[src/rtl/core_pkg.sv]
// Shared types for the pipeline controller: forwarding selects and FSM states.
package core_pkg;

  typedef enum logic [1:0] {
    FWD_RF = 2'b00,
    FWD_W  = 2'b01,
    FWD_M  = 2'b10
  } fwd_sel_t;

  typedef enum logic {
    RUN   = 1'b0,
    DWAIT = 1'b1
  } pctrl_state_t;

  localparam int unsigned REG_W = 5;

endpackage

[src/rtl/fwd_unit.sv]
// Forwarding select for one E-stage source operand; the younger M result beats W.
module fwd_unit
  import core_pkg::*;
(
  input  logic [REG_W-1:0] i_src,
  input  logic [REG_W-1:0] i_wreg_m,
  input  logic             i_rw_m,
  input  logic [REG_W-1:0] i_wreg_w,
  input  logic             i_rw_w,
  output fwd_sel_t         o_sel
);

  always_comb begin
    o_sel = FWD_RF;
    if (i_rw_m && (i_wreg_m != '0) && (i_wreg_m == i_src)) begin
      o_sel = FWD_M;
    end else if (i_rw_w && (i_wreg_w != '0) && (i_wreg_w == i_src)) begin
      o_sel = FWD_W;
    end
  end

endmodule

[src/rtl/pipe_ctrl.sv]
// Hazard/sequencing controller for the 5-stage pipeline: stalls, flushes,
// dmem wait freeze with watchdog, forwarding selects and perf counters.
module pipe_ctrl
  import core_pkg::*;
#(
  parameter int unsigned DWAIT_MAX = 16,
  parameter int unsigned CNT_W     = 32
) (
  input  logic             clk,
  input  logic             reset,
  input  logic [4:0]       rsD,
  input  logic [4:0]       rtD,
  input  logic [4:0]       rsE,
  input  logic [4:0]       rtE,
  input  logic [4:0]       writeregE,
  input  logic [4:0]       writeregM,
  input  logic [4:0]       writeregW,
  input  logic             regwriteE,
  input  logic             regwriteM,
  input  logic             regwriteW,
  input  logic             memtoregE,
  input  logic             redirectE,
  input  logic             imem_ready,
  input  logic             dmem_req,
  input  logic             dmem_ready,
  output logic             enF,
  output logic             enD,
  output logic             enE,
  output logic             enM,
  output logic             enW,
  output logic             clrD,
  output logic             clrE,
  output logic             clrM,
  output logic             clrW,
  output logic [1:0]       forwardAE,
  output logic [1:0]       forwardBE,
  output logic             mem_timeout,
  output logic [CNT_W-1:0] stall_cnt,
  output logic [CNT_W-1:0] flush_cnt
);

  localparam int unsigned WCW = $clog2(DWAIT_MAX + 1);

  pctrl_state_t     r_state;
  pctrl_state_t     w_next;
  logic             w_lu;
  logic             w_freeze;
  logic             w_flush;
  logic [4:0]       w_en;
  logic [3:0]       w_clr;
  fwd_sel_t         w_fwd_a;
  fwd_sel_t         w_fwd_b;
  logic [WCW-1:0]   r_wcnt;
  logic             r_timeout;
  logic [CNT_W-1:0] r_stall;
  logic [CNT_W-1:0] r_flush;

  fwd_unit u_fwd_a (
    .i_src    (rsE),
    .i_wreg_m (writeregM),
    .i_rw_m   (regwriteM),
    .i_wreg_w (writeregW),
    .i_rw_w   (regwriteW),
    .o_sel    (w_fwd_a)
  );

  fwd_unit u_fwd_b (
    .i_src    (rtE),
    .i_wreg_m (writeregM),
    .i_rw_m   (regwriteM),
    .i_wreg_w (writeregW),
    .i_rw_w   (regwriteW),
    .o_sel    (w_fwd_b)
  );

  // regwriteE is implied by memtoregE for a load, so only the load flag gates lu.
  assign w_lu = memtoregE && (writeregE != '0) &&
                ((writeregE == rsD) || (writeregE == rtD));

  always_ff @(posedge clk or negedge reset) begin
    if (!reset) begin
      r_state <= RUN;
    end else begin
      r_state <= w_next;
    end
  end

  always_comb begin
    w_next   = r_state;
    w_en     = '0;
    w_clr    = '0;
    w_flush  = 1'b0;
    // The completion cycle (dmem_ready=1) is not frozen, even in DWAIT.
    w_freeze = !dmem_ready && ((r_state == DWAIT) || dmem_req);

    case (r_state)
      RUN:     if (dmem_req && !dmem_ready) w_next = DWAIT;
      DWAIT:   if (dmem_ready) w_next = RUN;
      default: w_next = RUN;
    endcase

    if (w_freeze) begin
      w_en  = 5'b11110;
      w_clr = 4'b0001;
    end else if (redirectE) begin
      w_clr   = 4'b1100;
      w_flush = 1'b1;
    end else if (w_lu) begin
      w_en    = 5'b11000;
      w_clr   = 4'b0100;
      w_flush = 1'b1;
    end else if (!imem_ready) begin
      w_en  = 5'b10000;
      w_clr = 4'b1000;
    end
  end

  always_ff @(posedge clk or negedge reset) begin
    if (!reset) begin
      r_wcnt    <= '0;
      r_timeout <= 1'b0;
    end else if (r_state == DWAIT) begin
      if (r_wcnt != WCW'(DWAIT_MAX)) r_wcnt <= r_wcnt + WCW'(1);
      if (r_wcnt >= WCW'(DWAIT_MAX - 1)) r_timeout <= 1'b1;
    end else if (w_next == DWAIT) begin
      r_wcnt <= '0;
    end
  end

  always_ff @(posedge clk or negedge reset) begin
    if (!reset) begin
      r_stall <= '0;
      r_flush <= '0;
    end else begin
      r_stall <= r_stall + CNT_W'(w_en[4]);
      r_flush <= r_flush + CNT_W'(w_flush);
    end
  end

  // Combinational outputs are forced to reset values while reset is asserted.
  assign {enF, enD, enE, enM, enW} = reset ? w_en  : '0;
  assign {clrD, clrE, clrM, clrW}  = reset ? w_clr : '0;
  assign forwardAE   = reset ? w_fwd_a : FWD_RF;
  assign forwardBE   = reset ? w_fwd_b : FWD_RF;
  assign mem_timeout = r_timeout;
  assign stall_cnt   = r_stall;
  assign flush_cnt   = r_flush;

endmodule

[config.mk]
export PLATFORM = sky130hd
export DESIGN_NAME = pipe_ctrl
export DESIGN_NICKNAME = d
export VERILOG_FILES = /design/src/rtl/core_pkg.sv /design/src/rtl/fwd_unit.sv /design/src/rtl/pipe_ctrl.sv
export SDC_FILE = /design/constraint.sdc
export NUM_CORES = 1
export LEC_CHECK = 0
export CORE_ASPECT_RATIO = 0.5
export CORE_UTILIZATION = 45
export DETAILED_ROUTE_END_ITERATION = 6
export HOLD_SLACK_MARGIN = 0.06
export PLACE_DENSITY = 0.78
export SLEW_MARGIN = 20
export SYNTH_ARGS = -nofsm -noshare
export SYNTH_HDL_FRONTEND = slang
export SYNTH_HIERARCHICAL = 1
export SYNTH_SLANG_ARGS = --single-unit
[constraint.sdc]
create_clock -name clk -period 4.1 [get_ports clk]
set_input_delay 0.615 -clock clk [delete_from_list [all_inputs] [get_ports clk]]
set_output_delay 0.615 -clock clk [all_outputs]
set_load 0.05 [all_outputs]
==> metrics.txt, run 1 <==
status=finished, final reports clean; commonest non-fill, non-tap cell in the layout=clkdlybuf4s50_1; fin crit share=a little under nine tenths; CP max stage cell=clkdlybuf4s50_1; min cycle time layout=around 3500 ps; layout cells sized above 1=under 10%; Required @ worst endpoint=~3500 ps; VDD IR max=about 0.30 mV; Clock H-tree levels=3; Overflow after GRT=0; crit path kind=input pin to primary output; unrepaired setup endpoints after global routing=no; Post-CTS Setup Bufs=0; WL/cell=roughly 14 um; DRC viols=0; initial DRC count=87; Synth cell types=45; detailed placer's ending HPWL=around 6500 um; core area=just over 8000 um^2; CTS max path bufs=2; Final Max Tran Viols=0; number of CTS-inserted buffers=9; antenna-violating nets left=0; post-synthesis sequential area ratio=between 40% and 50%; Layout Nets=around 550; via count=3105; Critical Path Start Type=input pin; final setup fails=0; Die Y-Extent=67.8 um; CTS tree=yes; clock slew at reported path FFs=about 50 ps; worst slew pin tran=between 700 and 800 ps; Routed WL=8480 um; drt pass-1 iters=4; syn avg cell area=between 10 and 15 um^2; Ports=123; total power draw=roughly 2.5 mW; asr flop ratio synth=100%; commonest non-fill, non-tap cells in the layout=clkdlybuf4s50_1, dfrtp_1, xnor2_1, nand3_1, xor2_1; Power per Cell Area=447 nW/um^2; GPL Wtd Cong=a little over 0.8; clock sinks=around 70; number of synthesized flops with an enable pin=0; Port Buf Inserts=about 120; worst-path maximum fanout=4; max incr delay on CP=about 800 ps; ANT cells=0; via count of the first global-routing pass=2916; Skew-Pair Late Insertion Delay=about 320 ps; maxcap violations=0; highest clock rate=roughly 0.29 GHz; Top FF cell, synth=dfrtp_1; Filler cells=656; Root Driver=clkbuf_16; CP Cell Sequence=clkdlybuf4s50_1, or4_1, o21a_1, nand2b_1, o21a_1, clkdlybuf4s50_1; Die W=between 100 and 150 um; FF+latch area=around 1800 um^2; slew margin rel.=~52%; cells after synthesis=roughly 370; Crit. End Element=primary output; post_cts resized=0; FP Rows=23; area of the multi-input gates=between 2000 and 2500 um^2; synthesized flop and latch total=just over 70; Starting Density=47.5%; Layout Skew=~6.6 ps; die area=slightly above 9000 um^2; total of warnings raised by yosys=6; Total Routing Usage GR=about a fifth; Leakage Power=around 2.4 nW; setup TNS after final layout=0 ps; Post-Syn Area=between 3000 and 4000 um^2; first-pass GRT wire length=14000 um; Min-Delay Path Class=input pin to asynchronous set/reset pin; Final Hold Viols=0; initial antenna violation count=0; CP Data Arrival Time=between 2000 and 3000 ps; hold-fix buffers at CTS=0; largest net degree at the start of global routing=32; Layout area overhead=43.1%; Vias/cell=between 5 and 6
## area by class of cell
cell class	instances	area share, %
multi-input cells	279	36.4
flip-flops and latches	71	31.9
repair buffers	123	21.9
clock buffers	11	4.35
well taps	112	2.51
clock inverters	5	2.31
inverters	11	0.741
## flip-flops by register name (all words and copies together) (netlist names)
register     cells
r_state          1
stall_cnt       32
r_wcnt           5
mem_timeout      1
flush_cnt       32
## routing by layer
layer  track usage (%)  routed length, um  vias to the layer above
met2              35.0               4080                       66
met4              7.24                125                        0
met5                 0                  0                        -
met3              4.65                349                       13
li1                  -                  -                     1540
met1              24.5               3920                     1486
## worst paths after layout
path | from | endpoint | slack, ps | cells after the start
setup / recovery | writeregE[1] | clrD | 600 | 6
hold / removal | reset | stall_cnt[5] | 190 | 1
setup reg to reg | r_state | flush_cnt[26] | 1650 | 9
hold reg to reg | mem_timeout | mem_timeout | 460 | 1
max in group asynchronous | reset | stall_cnt[14] | 3220 | 2
min in group clk | mem_timeout | mem_timeout | 460 | 1
## synth_stat cells (all sizes together), types with 2 or more instances
| library cell | number | area, um^2 |
|---|---|---|
| xnor2 | 52 | 455 |
| nand2 | 26 | 97.6 |
| nor2 | 17 | 63.8 |
| ha | 7 | 87.6 |
| and2 | 9 | 56.3 |
| inv | 11 | 41.3 |
| and4 | 5 | 43.8 |
| nand3 | 41 | 205 |
| or3 | 2 | 12.5 |
| dfrtp | 71 | 1780 |
| nor4 | 11 | 178 |
| xor2 | 35 | 307 |
| nand4 | 19 | 131 |
| a21oi | 2 | 10.0 |
| a211oi | 2 | 25.0 |
| and3 | 5 | 31.3 |
| buf | 7 | 51.3 |
| o21ai | 7 | 35.0 |
| o41ai | 2 | 32.5 |
| nor3 | 19 | 120 |
| o21a | 2 | 15.0 |
## worst max-delay path, delay by kind of cell
kind / cells / cell delay, ps
AOI/OAI and AO/OA: 2 / 350
and+or+nand+nor: 2 / 640
buffers and inverters: 2 / 1270
## where the power goes
group          switching [mW]  internal [mW]  leakage, nW
Combinational           0.416          0.244         1.28
Sequential             0.0968          0.785        0.939
Clock                   0.276          0.673        0.180
Total                   0.788           1.70         2.39
## stage by stage
stage               cells  worst slack, ps  utilization, %  instance area, um^2  hold slack, ps
detailed placement    596              510            63.4                 5200             447
global placement      596              582            63.4                 5200             442
CTS                   612              607            68.0                 5580             191
global route          612              503            68.0                 5580             200
finish                612              600            68.0                 5580             185
floorplan             369             1230               -                 3900             319
## cells by family after synthesis
group / count (synthesis) / share of synthesized area (%)
simple gates: 162 / 25.8
xor+xnor: 87 / 19.6
flops: 71 / 45.6
compound gates: 20 / 3.98
buf+inv: 19 / 2.47
fa+ha+maj: 7 / 2.25
other cells: 1 / 0.0962
mux: 1 / 0.257
Power figures use the tool's default switching activity.
==> run 2: changes to the inputs <==
--- a/config.mk
+++ b/config.mk
@@ -10,7 +10,7 @@
 export DETAILED_ROUTE_END_ITERATION = 6
 export HOLD_SLACK_MARGIN = 0.06
 export PLACE_DENSITY = 0.78
-export SLEW_MARGIN = 20
+export SLEW_MARGIN = 25
 export SYNTH_ARGS = -nofsm -noshare
 export SYNTH_HDL_FRONTEND = slang
 export SYNTH_HIERARCHICAL = 1
==> results of run 2 <==
Final layout, timing and power as in run 1 (identical DEF).
==> run 3: changes to the inputs <==
--- a/config.mk
+++ b/config.mk
@@ -5,11 +5,12 @@
 export SDC_FILE = /design/constraint.sdc
 export NUM_CORES = 1
 export LEC_CHECK = 0
+export CAP_MARGIN = 10
 export CORE_ASPECT_RATIO = 0.5
-export CORE_UTILIZATION = 45
+export CORE_UTILIZATION = 40
 export DETAILED_ROUTE_END_ITERATION = 6
 export HOLD_SLACK_MARGIN = 0.06
-export PLACE_DENSITY = 0.78
+export PLACE_DENSITY = 0.71
 export SLEW_MARGIN = 25
 export SYNTH_ARGS = -nofsm -noshare
 export SYNTH_HDL_FRONTEND = slang
==> run 3 against run 2 <==
  * Sequential power hardly changed
  * Final cell count up 3.8%
  * Clock power decreased by 0.7%
  * Core utilization shrank 8.8 points
  * Global-route usage decreased by 0.95 points
  * Clock skew grew 2.3 ps
  * Combinational power about the same
  * Count of clock-buffer cells in the layout is 1 lower
  * Sequential share of layout area fell by 0.11 points
  * Wire length rose by 3.8%
  * Hold slack worse by 20 ps
  * Critical path type unchanged
==> metrics.txt, run 3 (synthesis results as in run 1) <==
status=finished, final reports clean (unchanged); Skew-Pair Late Insertion Delay=330 ps (was 320 ps); min cycle time layout=3490 ps (was 3500 ps); Layout area overhead=43.6% (was 43.1%); WL/cell=13.9 um (was 13.8 um); Int Pwr=1.68 mW (was 1.70 mW); Power per Cell Area=444 nW/um^2 (was 447 nW/um^2); largest net degree at the start of global routing=43 (was 32); Min-Delay Path Class=input pin to asynchronous set/reset pin (unchanged); Die Y-Extent=71.8 um (was 67.8 um); worst-path maximum fanout=4 (unchanged); Vias/cell=4.88 (was 5.07); hold-fix buffers at CTS=0 (unchanged); CP Launch Point=writeregE[1] (unchanged); commonest non-fill, non-tap cell in the layout=clkdlybuf4s50_1 (unchanged); Worst setup endpoint=clrD (unchanged); detailed placer's ending HPWL=6670 um (was 6460 um); die area=10200 um^2 (was 9060 um^2); Port Buf Inserts=119 (unchanged); layout cells sized above 1=8.20% (unchanged); first-pass GRT wire length=15200 um (was 14000 um); worst slew pin tran=728 ps (was 721 ps); Routed WL=8800 um (was 8480 um); Critical Path Start Type=input pin (unchanged); FP Rows=25 (was 23); Worst R2R Path Depth=9 (unchanged); ANT cells=0 (unchanged); Clk pwr share=38.0% (was 38.1%); CP Cell Sequence=clkdlybuf4s50_1, or4_1, o21a_1, nand2b_1, o21a_1, clkdlybuf4s50_1 (unchanged); DP Area=5230 um^2 (was 5200 um^2); Overflow after GRT=0 (unchanged); Final Max Tran Viols=0 (unchanged); via count of the first global-routing pass=3060 (was 2916); unrepaired setup endpoints after global routing=no (unchanged); via count=3100 (was 3105); number of CTS-inserted buffers=9 (unchanged); CP max stage cell=clkdlybuf4s50_1 (unchanged); CTS tree=yes (unchanged); commonest non-fill, non-tap cells in the layout=clkdlybuf4s50_1, dfrtp_1, xnor2_1, nand3_1, xor2_1 (unchanged); Buf/Inv on CP=2 (unchanged); maxcap violations=0 (unchanged); Comb pwr share=26.4% (was 26.5%); max incr delay on CP=800 ps (about the same); switching portion of total power=32.2% (was 31.7%); Net Sw Power=799 uW (was 788 uW); Total Routing Usage GR=19.0% (was 19.9%); initial DRC count=92 (was 87); Required @ worst endpoint=3480 ps (about the same); cell family with most CP delay=buffers and inverters (unchanged); initial antenna violation count=0 (unchanged); Die W=142 um (was 134 um); Leakage Power=2.39 nW (about the same); Post-Layout Inst Area=5590 um^2 (was 5580 um^2); CP Depth=6 (unchanged); sequential share of power=35.6% (was 35.4%); Crit. End Element=primary output (unchanged); Final Hold Viols=0 (unchanged); Post-CTS Setup Bufs=0 (unchanged); post_cts resized=0 (unchanged); VDD IR max=0.249 mV (was 0.300 mV); GPL Wtd Cong=0.776 (was 0.814); R2R setup slack=1570 ps (was 1650 ps); clock sinks=71 (unchanged); CP Data Arrival Time=2870 ps (was 2890 ps); reg2reg end=flush_cnt[24] (was flush_cnt[26]); antenna-violating nets left=0 (unchanged); Layout Skew=8.93 ps (was 6.64 ps); Layout Nets=547 (unchanged); Starting Density=41.2% (was 47.5%); highest clock rate=0.287 GHz (was 0.286 GHz); crit path kind=input pin to primary output (unchanged); Filler cells=845 (was 656); fin crit share=85.1% (was 85.4%); Root Driver=clkbuf_16 (unchanged); CTS max path bufs=2 (unchanged); clock slew at reported path FFs=50 ps (about the same); core area=9450 um^2 (was 8200 um^2); final setup fails=0 (unchanged); drt pass-1 iters=4 (unchanged); RR Startpoint=r_state (unchanged); setup TNS after final layout=0 ps (unchanged); slew margin rel.=51.3% (was 51.7%); DRC viols=0 (unchanged); Ports=123 (unchanged); Clock H-tree levels=3 (unchanged)
-- run 3: cell types whose count changed in the layout (fill, tap and decap cells not counted) --
cell	delta
clkbuf_8	-1
clkinvlp_4	+1
clkinv_4	-1
clkinv_2	+1
-- run 3: through the flow --
step / std cells / hold WS (ps) / util, % / power, mW / setup WS [ps]
5_1_grt: 635 / 188 / 59.2 / 2.59 / 520
3_3_place_gp: 619 / 447 / 55.4 / 1.55 / 569
6_report: 635 / 165 / 59.2 / 2.48 / 613
2_1_floorplan: 369 / 319 / - / 1.29 / 1230
3_5_place_dp: 619 / 451 / 55.4 / 1.56 / 563
4_1_cts: 635 / 175 / 59.2 / 2.51 / 600
-- run 3: final cells by class --
| type | instances | area (um^2) | area share, % |
|---|---|---|---|
| well taps | 135 | 169 | 3.02 |
| clock inverters | 6 | 133 | 2.37 |
| inverters | 11 | 41.3 | 0.738 |
| clock buffers | 10 | 229 | 4.09 |
| multi-input cells | 279 | 2030 | 36.2 |
| repair buffers | 123 | 1220 | 21.8 |
| flip-flops and latches | 71 | 1780 | 31.8 |
-- run 3: worst min path at each step --
stage / slack (ps) / endpoint
2_1_floorplan: 320 / flush_cnt[0]
5_1_grt: 190 / stall_cnt[30]
3_5_place_dp: 450 / mem_timeout
3_3_place_gp: 450 / mem_timeout
6_report: 170 / stall_cnt[30]
4_1_cts: 170 / stall_cnt[30]
-- run 3: power by group through the flow --
| stage | clock network [mW] | registers, mW | logic (mW) |
|---|---|---|---|
| final | 0.942 | 0.884 | 0.656 |
| after global routing | 0.985 | 0.902 | 0.699 |
| after CTS | 0.958 | 0.885 | 0.664 |
| after detailed placement | 0 | 0.896 | 0.661 |
| after global placement | 0 | 0.892 | 0.654 |
| after floorplan | 0 | 1.11 | 0.175 |
-- run 3: layer usage --
metal | global-route usage (%) | vias up | share of wire [%]
met5 | 0 | - | 0
met4 | 6.09 | 0 | 1.2
met3 | 4.14 | 10 | 4.1
met2 | 31.6 | 64 | 48
met1 | 24.8 | 1483 | 47
li1 | - | 1543 | -
